<file path="src/rtl/rename_pkg.sv">
// rename_pkg: shared defaults and record types for the register-rename unit.
//   Default sizing: 32 architectural, 64 physical registers, 32-entry active
//   list, 4 branch checkpoints. The record types below are sized for the
//   default configuration; the rename unit re-derives its internal types
//   from its own parameters so that overrides stay consistent.
package rename_pkg;

    localparam int unsigned NUM_ARCH_REGS_DEF = 32;
    localparam int unsigned NUM_PHYS_REGS_DEF = 64;
    localparam int unsigned AL_DEPTH_DEF      = 32;
    localparam int unsigned NUM_CKPT_DEF      = 4;

    localparam int unsigned AW_DEF  = $clog2(NUM_ARCH_REGS_DEF);
    localparam int unsigned PW_DEF  = $clog2(NUM_PHYS_REGS_DEF);
    localparam int unsigned FLW_DEF = $clog2(NUM_PHYS_REGS_DEF - NUM_ARCH_REGS_DEF);
    localparam int unsigned ALW_DEF = $clog2(AL_DEPTH_DEF);

    typedef logic [PW_DEF-1:0] PhysReg_t;
    typedef logic [AW_DEF-1:0] ArchReg_t;

    typedef struct packed {
        ArchReg_t arch;
        PhysReg_t old_phys;
        PhysReg_t new_phys;
        logic     writes;
    } Al_Entry_t;

    typedef struct packed {
        PhysReg_t [NUM_ARCH_REGS_DEF-1:0] rmt;
        logic     [FLW_DEF:0]             fl_head;
        logic     [ALW_DEF:0]             al_tail;
    } Ckpt_t;

endpackage

</file>
<file path="src/rtl/rename_ckpt_unit_fifo.sv">
// free_list_fifo: circular FIFO with wrap-bit pointers and pointer restore.
//   clk, rst          : clock, synchronous active-high reset
//   push, push_data   : write at tail
//   pop, head_data    : head entry (combinational) and advance head
//   set_head, head_in : overwrite head pointer (takes priority over pop)
//   set_tail, tail_in : overwrite tail pointer (takes priority over push)
//   head_ptr, tail_ptr: pointers including the wrap bit
//   full, empty       : occupancy flags
// With INIT_FULL set, reset fills entry i with INIT_BASE+i and marks the
// FIFO full (free-list use); otherwise reset leaves it empty.
module free_list_fifo #(
    parameter int unsigned WIDTH     = 8,
    parameter int unsigned DEPTH     = 32,
    parameter bit          INIT_FULL = 1'b0,
    parameter int unsigned INIT_BASE = 0,
    localparam int unsigned IW       = $clog2(DEPTH)
) (
    input  logic             clk,
    input  logic             rst,
    input  logic             push,
    input  logic [WIDTH-1:0] push_data,
    input  logic             pop,
    output logic [WIDTH-1:0] head_data,
    input  logic             set_head,
    input  logic [IW:0]      head_in,
    input  logic             set_tail,
    input  logic [IW:0]      tail_in,
    output logic [IW:0]      head_ptr,
    output logic [IW:0]      tail_ptr,
    output logic             full,
    output logic             empty
);

    logic [WIDTH-1:0] mem [DEPTH];

    always_ff @(posedge clk) begin
        if (rst) begin
            head_ptr <= '0;
            tail_ptr <= INIT_FULL ? {1'b1, {IW{1'b0}}} : '0;
            if (INIT_FULL) begin
                for (int unsigned i = 0; i < DEPTH; i++) begin
                    mem[i] <= WIDTH'(INIT_BASE + i);
                end
            end
        end else begin
            if (push) begin
                mem[tail_ptr[IW-1:0]] <= push_data;
            end
            head_ptr <= set_head ? head_in : head_ptr + {{IW{1'b0}}, pop};
            tail_ptr <= set_tail ? tail_in : tail_ptr + {{IW{1'b0}}, push};
        end
    end

    assign head_data = mem[head_ptr[IW-1:0]];
    assign empty     = (head_ptr == tail_ptr);
    assign full      = (head_ptr[IW-1:0] == tail_ptr[IW-1:0]) && (head_ptr[IW] != tail_ptr[IW]);

endmodule

</file>
<file path="src/rtl/rename_ckpt_unit.sv">
// rename_ckpt_unit: register rename with branch checkpoints.
//   clk, rst                         : clock, synchronous active-high reset
//   ren_valid/ren_ready              : decode handshake
//   ren_rs, ren_rt, ren_rw           : architectural sources / destination
//   ren_uses_rw, ren_is_branch       : destination write, checkpoint request
//   out_valid, out_*_phys            : registered rename result (1 cycle)
//   out_rs_ready, out_rt_ready       : source operands not busy
//   out_ckpt_id                      : checkpoint tag of a renamed branch
//   wb_valid, wb_phys                : writeback clears a busy bit
//   cm_valid                         : commit oldest active-list entry
//   br_valid, br_id, br_mispredict   : oldest-first branch resolution
//   flush                            : squash to committed state
module rename_ckpt_unit
    import rename_pkg::*;
#(
    parameter int unsigned NUM_ARCH_REGS = NUM_ARCH_REGS_DEF,
    parameter int unsigned NUM_PHYS_REGS = NUM_PHYS_REGS_DEF,
    parameter int unsigned AL_DEPTH      = AL_DEPTH_DEF,
    parameter int unsigned NUM_CKPT      = NUM_CKPT_DEF,
    localparam int unsigned AW = $clog2(NUM_ARCH_REGS),
    localparam int unsigned PW = $clog2(NUM_PHYS_REGS),
    localparam int unsigned CW = $clog2(NUM_CKPT)
) (
    input  logic          clk,
    input  logic          rst,
    input  logic          ren_valid,
    output logic          ren_ready,
    input  logic [AW-1:0] ren_rs,
    input  logic [AW-1:0] ren_rt,
    input  logic [AW-1:0] ren_rw,
    input  logic          ren_uses_rw,
    input  logic          ren_is_branch,
    output logic          out_valid,
    output logic [PW-1:0] out_rs_phys,
    output logic [PW-1:0] out_rt_phys,
    output logic [PW-1:0] out_rw_phys,
    output logic [PW-1:0] out_old_phys,
    output logic          out_rs_ready,
    output logic          out_rt_ready,
    output logic [CW-1:0] out_ckpt_id,
    input  logic          wb_valid,
    input  logic [PW-1:0] wb_phys,
    input  logic          cm_valid,
    input  logic          br_valid,
    input  logic [CW-1:0] br_id,
    input  logic          br_mispredict,
    input  logic          flush
);

    localparam int unsigned FD  = NUM_PHYS_REGS - NUM_ARCH_REGS;
    localparam int unsigned FLW = $clog2(FD);
    localparam int unsigned ALW = $clog2(AL_DEPTH);

    typedef logic [PW-1:0] phys_t;
    typedef struct packed {
        logic [AW-1:0] arch;
        phys_t         old_phys;
        phys_t         new_phys;
        logic          writes;
    } al_entry_t;

    phys_t rmt [NUM_ARCH_REGS];
    phys_t rmt_post [NUM_ARCH_REGS];
    phys_t amt [NUM_ARCH_REGS];
    phys_t amt_next [NUM_ARCH_REGS];
    phys_t ckpt_rmt [NUM_CKPT][NUM_ARCH_REGS];
    logic [FLW:0] ckpt_fl_head [NUM_CKPT];
    logic [ALW:0] ckpt_al_tail [NUM_CKPT];
    logic [CW:0]  ckpt_head, ckpt_tail;
    logic [NUM_PHYS_REGS-1:0] busy;

    logic [FLW:0] fl_head_ptr, fl_tail_ptr, fl_head_in;
    logic [ALW:0] al_head_ptr, al_tail_ptr, al_tail_in;
    phys_t        fl_head_data;
    logic         fl_full, fl_empty, al_full, al_empty;
    al_entry_t    al_head_entry, al_push_entry;

    logic uses_rw, mispredict, transfer, alloc, take_ckpt, ckpt_full, commit, commit_free, restore;

    assign uses_rw     = ren_uses_rw && (ren_rw != '0);
    assign mispredict  = br_valid && br_mispredict;
    assign restore     = flush || mispredict;
    assign ckpt_full   = (ckpt_head[CW-1:0] == ckpt_tail[CW-1:0]) && (ckpt_head[CW] != ckpt_tail[CW]);
    assign ren_ready   = !rst && !flush && !mispredict && !al_full
                         && (!uses_rw || !fl_empty) && (!ren_is_branch || !ckpt_full);
    assign transfer    = ren_valid && ren_ready;
    assign alloc       = transfer && uses_rw;
    assign take_ckpt   = transfer && ren_is_branch;
    assign commit      = cm_valid && !al_empty;
    assign commit_free = commit && al_head_entry.writes;

    assign al_push_entry = '{arch: ren_rw, old_phys: rmt[ren_rw], new_phys: fl_head_data, writes: uses_rw};

    // The free list keeps exactly FD slots in flight, so the committed free
    // set is always the FD entries just behind the (post-commit) tail.
    assign fl_head_in = flush ? fl_tail_ptr + (FLW+1)'(commit_free) - (FLW+1)'(FD)
                              : ckpt_fl_head[br_id];
    assign al_tail_in = flush ? al_head_ptr + (ALW+1)'(commit) : ckpt_al_tail[br_id];

    free_list_fifo #(.WIDTH(PW), .DEPTH(FD), .INIT_FULL(1'b1), .INIT_BASE(NUM_ARCH_REGS)) fl_fifo (
        .clk(clk), .rst(rst),
        .push(commit_free), .push_data(al_head_entry.old_phys),
        .pop(alloc), .head_data(fl_head_data),
        .set_head(restore), .head_in(fl_head_in),
        .set_tail(1'b0), .tail_in('0),
        .head_ptr(fl_head_ptr), .tail_ptr(fl_tail_ptr),
        .full(fl_full), .empty(fl_empty)
    );

    free_list_fifo #(.WIDTH($bits(al_entry_t)), .DEPTH(AL_DEPTH), .INIT_FULL(1'b0), .INIT_BASE(0)) al_fifo (
        .clk(clk), .rst(rst),
        .push(transfer), .push_data(al_push_entry),
        .pop(commit), .head_data(al_head_entry),
        .set_head(1'b0), .head_in('0),
        .set_tail(restore), .tail_in(al_tail_in),
        .head_ptr(al_head_ptr), .tail_ptr(al_tail_ptr),
        .full(al_full), .empty(al_empty)
    );

    always_comb begin
        rmt_post = rmt;
        if (alloc) rmt_post[ren_rw] = fl_head_data;
        amt_next = amt;
        if (commit_free) amt_next[al_head_entry.arch] = al_head_entry.new_phys;
    end

    function automatic logic src_ready(input phys_t p);
        return !busy[p] || (wb_valid && (wb_phys == p));
    endfunction

    always_ff @(posedge clk) begin
        if (rst) begin
            for (int unsigned i = 0; i < NUM_ARCH_REGS; i++) begin
                rmt[i] <= PW'(i);
                amt[i] <= PW'(i);
            end
            busy      <= '0;
            ckpt_head <= '0;
            ckpt_tail <= '0;
            out_valid <= 1'b0;
        end else begin
            amt <= amt_next;
            if (flush)           rmt <= amt_next;
            else if (mispredict) rmt <= ckpt_rmt[br_id];
            else                 rmt <= rmt_post;

            if (flush) begin
                busy <= '0;
            end else begin
                if (wb_valid) busy[wb_phys] <= 1'b0;
                if (alloc)    busy[fl_head_data] <= 1'b1;
            end

            // Resolution is always of the oldest checkpoint, so a mispredict
            // empties the checkpoint queue entirely.
            if (flush) begin
                ckpt_tail <= ckpt_head;
            end else if (br_valid) begin
                ckpt_head <= ckpt_head + (CW+1)'(1);
                if (mispredict) ckpt_tail <= ckpt_head + (CW+1)'(1);
            end
            if (take_ckpt) begin
                ckpt_tail                        <= ckpt_tail + (CW+1)'(1);
                ckpt_rmt[ckpt_tail[CW-1:0]]      <= rmt_post;
                ckpt_fl_head[ckpt_tail[CW-1:0]]  <= fl_head_ptr + (FLW+1)'(alloc);
                ckpt_al_tail[ckpt_tail[CW-1:0]]  <= al_tail_ptr + (ALW+1)'(1);
            end

            out_valid <= transfer;
            if (transfer) begin
                out_rs_phys  <= rmt[ren_rs];
                out_rt_phys  <= rmt[ren_rt];
                out_rw_phys  <= uses_rw ? fl_head_data : rmt[ren_rw];
                out_old_phys <= rmt[ren_rw];
                out_rs_ready <= src_ready(rmt[ren_rs]);
                out_rt_ready <= src_ready(rmt[ren_rt]);
                out_ckpt_id  <= ren_is_branch ? ckpt_tail[CW-1:0] : '0;
            end
        end
    end

    always_ff @(posedge clk) begin
        if (!rst && br_valid && !flush) assert (br_id == ckpt_head[CW-1:0]);
        if (!rst) assert (!(commit_free && fl_full));
    end

endmodule

</file>
<file path="config.mk">
export PLATFORM = sky130hd
export DESIGN_NAME = rename_ckpt_unit
export DESIGN_NICKNAME = d
export VERILOG_FILES = /design/src/rtl/rename_pkg.sv /design/src/rtl/rename_ckpt_unit_fifo.sv /design/src/rtl/rename_ckpt_unit.sv
export SDC_FILE = /design/constraint.sdc
export NUM_CORES = 2
export LEC_CHECK = 0
export ABC_AREA = 1
export CAP_MARGIN = 20
export CORE_UTILIZATION = 38
export DETAILED_ROUTE_END_ITERATION = 12
export PLACE_DENSITY = 0.56
export SLEW_MARGIN = 20
export SYNTH_ARGS = -nofsm -noshare
export SYNTH_HDL_FRONTEND = slang
export SYNTH_HIERARCHICAL = 1
export SYNTH_SLANG_ARGS = --single-unit
</file>
<file path="constraint.sdc">
create_clock -name clk -period 13.5 [get_ports clk]
set_input_delay 2.7 -clock clk [delete_from_list [all_inputs] [get_ports clk]]
set_output_delay 2.7 -clock clk [all_outputs]
set_load 0.01 [all_outputs]
</file>
### Word-level counts from Yosys, hierarchy flattened

Memories as Yosys holds them, arrays and structs flattened. A register that Yosys moved wholly into a read port is not among the register bits.
Index checks and enable logic that the tools add are counted.

| storage, ports and cells | value |
|---|---|
| memories | 5 |
| bits in latches | 0 |
| register bits after elaboration | 507 |
| bits of input ports | 33 |
| RAM bits | 1,584 |
| output and inout bits | 30 |
| ROM bits | 0 |
| logic and storage cells | 221 |

| operators by class | value |
|---|---|
| div/mod/pow operators | 0 |
| multiplexer cells | 56 |
| $mul | 0 |
| add/sub/neg operators | 8 |
| shift operators | 0 |
| equal/unequal tests | 8 |
| bitwise operators | 9 |
| order comparisons | 12 |
| reduce and logical (&&, ||, !) cells | 44 |

Memories:

| name | words | bits a word | rd ports | clocked after memory_dff | write ports | RTL line | RTL |
|---|---|---|---|---|---|---|---|
| ckpt_rmt | 4 | 192 | 1 | 0 | 1 | rename_ckpt_unit.sv:66 | `phys_t ckpt_rmt [NUM_CKPT][NUM_ARCH_REGS];` |
| al_fifo.mem | 32 | 18 | 1 | 1 | 1 | rename_ckpt_unit_fifo.sv:34 | `logic [WIDTH-1:0] mem [DEPTH];` |
| fl_fifo.mem | 32 | 6 | 1 | 1 | 32 | rename_ckpt_unit_fifo.sv:34 |  |
| ckpt_al_tail | 4 | 6 | 1 | 0 | 1 | rename_ckpt_unit.sv:68 | `logic [ALW:0] ckpt_al_tail [NUM_CKPT];` |
| ckpt_fl_head | 4 | 6 | 1 | 0 | 1 | rename_ckpt_unit.sv:67 | `logic [FLW:0] ckpt_fl_head [NUM_CKPT];` |

Operators by type and width:

| operator | count |
|---|---|
| $mux 192 | 4 |
| $bwmux 192 | 2 |
| $mux 64 | 4 |
| $bmux 6 s5 | 3 |
| $mux 6 | 14 |
| $and 64x64->64 | 1 |
| $not 64->64 | 1 |
| $or 64x64->64 | 1 |
| $demux 6 s5 | 2 |
| $lt 6x7->1 const B | 4 |
| $add 6x1->6 | 4 |
| $eq 6x6->1 | 4 |
| $ge 6x6->1 const B | 4 |
| $not 5->6 | 4 |
| $logic_and 1x1->1 | 20 |
| $mux 1 | 16 |
| $mux 5 | 3 |
| $bmux 1 s6 | 2 |
| $demux 1 s6 | 2 |
| $ge 6x1->1 const B | 2 |
| $lt 6x1->1 const B | 2 |
| $mux 3 | 4 |
| $logic_not 1->1 | 11 |
| $add 3x1->3 const B | 2 |
| other kinds (12) | 21 |

### Longest topological paths before layout

| depth | value |
|---|---|
| word-level depth | 11 |
| depth in mapped cells | 24 |
| gate-level depth less buffers | 22 |

### By module

Netlist, hierarchy kept.

Modules (own cells, without submodules):

| module | seq. area each (um2) | instances | area each (um2) | cells each |
|---|---|---|---|---|
| rename_ckpt_unit | 34,453.0 | 1 | 57,523.9 | 6,169 |
| free_list_fifo at al_fifo | 17,536.8 | 1 | 24,945.2 | 2,352 |
| free_list_fifo at fl_fifo | 6,005.8 | 1 | 10,127.2 | 1,180 |

### Worst setup path after synthesis

OpenSTA, ideal clock, no wires.

| timing | value |
|---|---|
| path type | input -> register |
| start point | input ren_rw[3] |
| end point | memory ckpt_al_tail[0][0] (netlist name), enable pin |
| buffers on the path | 0 |
| arrival | 12,567 ps |
| slack | 161 ps |
| data required time | 12,728 ps |
| setup time | 772 ps |
| stages | 11 |
| cell sequence | nor3_4 > nand2_2 > nand2_4 > inv_2 > nand2_1 > nand2_1 > a31oi_4 > nand2_4 > nor2_1 > inv_1 > nor2_1 |

RTL lines:

| what | RTL line | RTL |
|---|---|---|
| from (decl) | rename_ckpt_unit.sv:30 | `input logic [AW-1:0] ren_rw,` |
| to (decl) | rename_ckpt_unit.sv:68 |  |

==> impl_metrics.csv <==
group,metric,value,unit
status,status,"complete, no violations",
synthesis,syn_area_per_cell,9.55,sq um
job,drv_cap,0,
layout,final_cell_mix,"nand2_1 (2063), edfxtp_1 (1612), o21ai_0 (1102)",
pwr,power_frac_comb,11.5,%
layout,drive_above_1_share,7.34,%
drt,drt-wirelength-per-cell,24.3,microns
floorplanning,io_pins,63,
timing,final.period_utilization,62.8,%
clock_tree,cts_hold_buffers,0,
global_route,grt_overflow,0,
clock_tree,ctsResizeCount,0,
worst_setup_path,crit_type,"in2out",
timing,holdWs,478,ps
pwr,fin_total_pwr,15.2,mW
min_path,hp-class,"reg2reg",
pwr,p_leak,37.9,nW
drt,drt_iter0_drc,8357,
pwr,p_int,11.0,mW
pwr,vdd_drop_max,123,uV
timing,finalClockSkew,63.6,ps
layout,final_nets,9577,
placed_design,gp_congestion,0.953,
timing,slew_viol_final,0,
worst_setup_path,worst-path-max-fanout,35,
drt,vias,72240,
timing,max_freq,0.118,GHz
clock_tree,htreeDepth,4,
placed_design,hpwl,181000,microns
floorplanning,die_y,496,microns
floorplanning,floorplan.initialDensity,38.3,%
clock_tree,cts_made_buffers,224,
synthesis,syn_area,92600,sq um
global_route,grt_antenna_before_repair,18,
timing,setup_viol,0,
placed_design,numPortBuffers,62,
synthesis,ys_warn_count,6,
drt,firstDrtPassIters,8,
timing,final-hold-violation-count,0,
floorplanning,die_area,246000,sq um
synthesis,netlist_instances,9699,
drt,drc_errors,0,
clock_tree,clock-root-buffer,"clkbuf_16",
pwr,switching_power,4.17,mW
clock_tree,clock_latency,900,ps
worst_setup_path,critPathLaunchType,"input port",
clock_tree,clk_transition_reported_paths,60,ps
worst_setup_path,arrival,5770,ps
drt,viasPerCell,5.60,
pwr,p_clk_share,41.3,%
drt,routed_wl,314000,microns
layout,syn_to_final_growth,11.9,%
global_route,grt_max_degree,152,
global_route,grt_pass1_wl,459000,microns
timing,setup-tns-final,0,ps
clock_tree,cts_buffer_depth,3,
layout,layout_commonest_cell,"nand2_1",
worst_setup_path,critPathCaptureType,"output port",
drt,antenna_left,0,
floorplanning,row_count,180,
floorplanning,core_area,241000,sq um
timing,slew_headroom,19.8,%
timing,worst_pin_slew,1200,ps
global_route,grt_pass1_vias,68131,
clock_tree,clock_sinks,2091,
timing,min_period,8470,ps
pwr,power_frac_seq,47.2,%
pwr,switching_share,27.5,%
pwr,power.density,147,nW/um^2
floorplanning,fp.dieW,496,microns
timing,rsz0062_at_grt,"no",
clock_tree,postCtsSetupRepairBufs,0,
worst_setup_path,crit_required,10800,ps
clock_tree,cts_tree,"built",
global_route,track_usage,25.1,%
-- state kept, by name (all words and copies together), names as in the netlist, 24 cells and up --
signal / count
amt: 192
fl_fifo/mem: 192
ckpt_rmt: 768
busy: 64
rmt: 192
al_fifo/mem: 576
ckpt_al_tail: 24
ckpt_fl_head: 24
-- routing by layer --
metal / global-route usage (%) / wire length (microns)
met3: 4.15 / 26800
met4: 9.54 / 12400
met5: 0 / 39
met2: 39.6 / 143000
met1: 34.6 / 132000
-- metrics by stage --
step	cell area [sq um]	utilization (%)	cells	worst slack, ps
2_1_floorplan	92700	-	9723	161
3_3_place_gp	95900	39.7	12483	5020
3_5_place_dp	95900	39.7	12483	5040
4_1_cts	104000	42.9	12907	5040
5_1_grt	104000	42.9	12910	4900
6_report	104000	42.9	12911	5030
-- worst paths after layout --
check / startpoint / cells after the start / endpoint / slack, ps
max: ren_rw[0] / 11 / ren_ready / 5030
min: amt[8] / 2 / amt[8] / 480
max reg2reg: al_fifo/head_ptr[1] / 18 / rmt[145] / 7310
min reg2reg: amt[8] / 2 / amt[8] / 480
-- power groups by stage --
stage / registers, mW / logic [mW] / clock network [mW]
detailed placement: 7.29 / 1.71 / 0
finish: 7.16 / 1.75 / 6.28
CTS: 7.16 / 1.71 / 6.36
floorplan: 7.25 / 0.946 / 0
global placement: 7.29 / 1.70 / 0
global route: 7.16 / 1.84 / 6.59
-- final cells by class --
cell class	instances	area, sq um
Sequential cell	2091	58000
Timing Repair Buffer	212	1800
Multi-Input combinational cell	6264	29400
Fill cell	22935	138000
Inverter	731	2790
Tap cell	3185	3990
Clock inverter	111	1210
Antenna cell	4	10.0
Clock buffer	313	6370
-- worst max-delay path, cell delays in order --
cell and delay, ps:
clkdlybuf4s50_1 400, buf_4 250, nor2_2 130, buf_4 460
nand2_2 130, nand2_4 210, inv_2 280, nand2_1 150
nand2_1 100, a31oi_4 230, clkdlybuf4s50_1 640
Note: power is estimated with default switching activity, not from simulation.
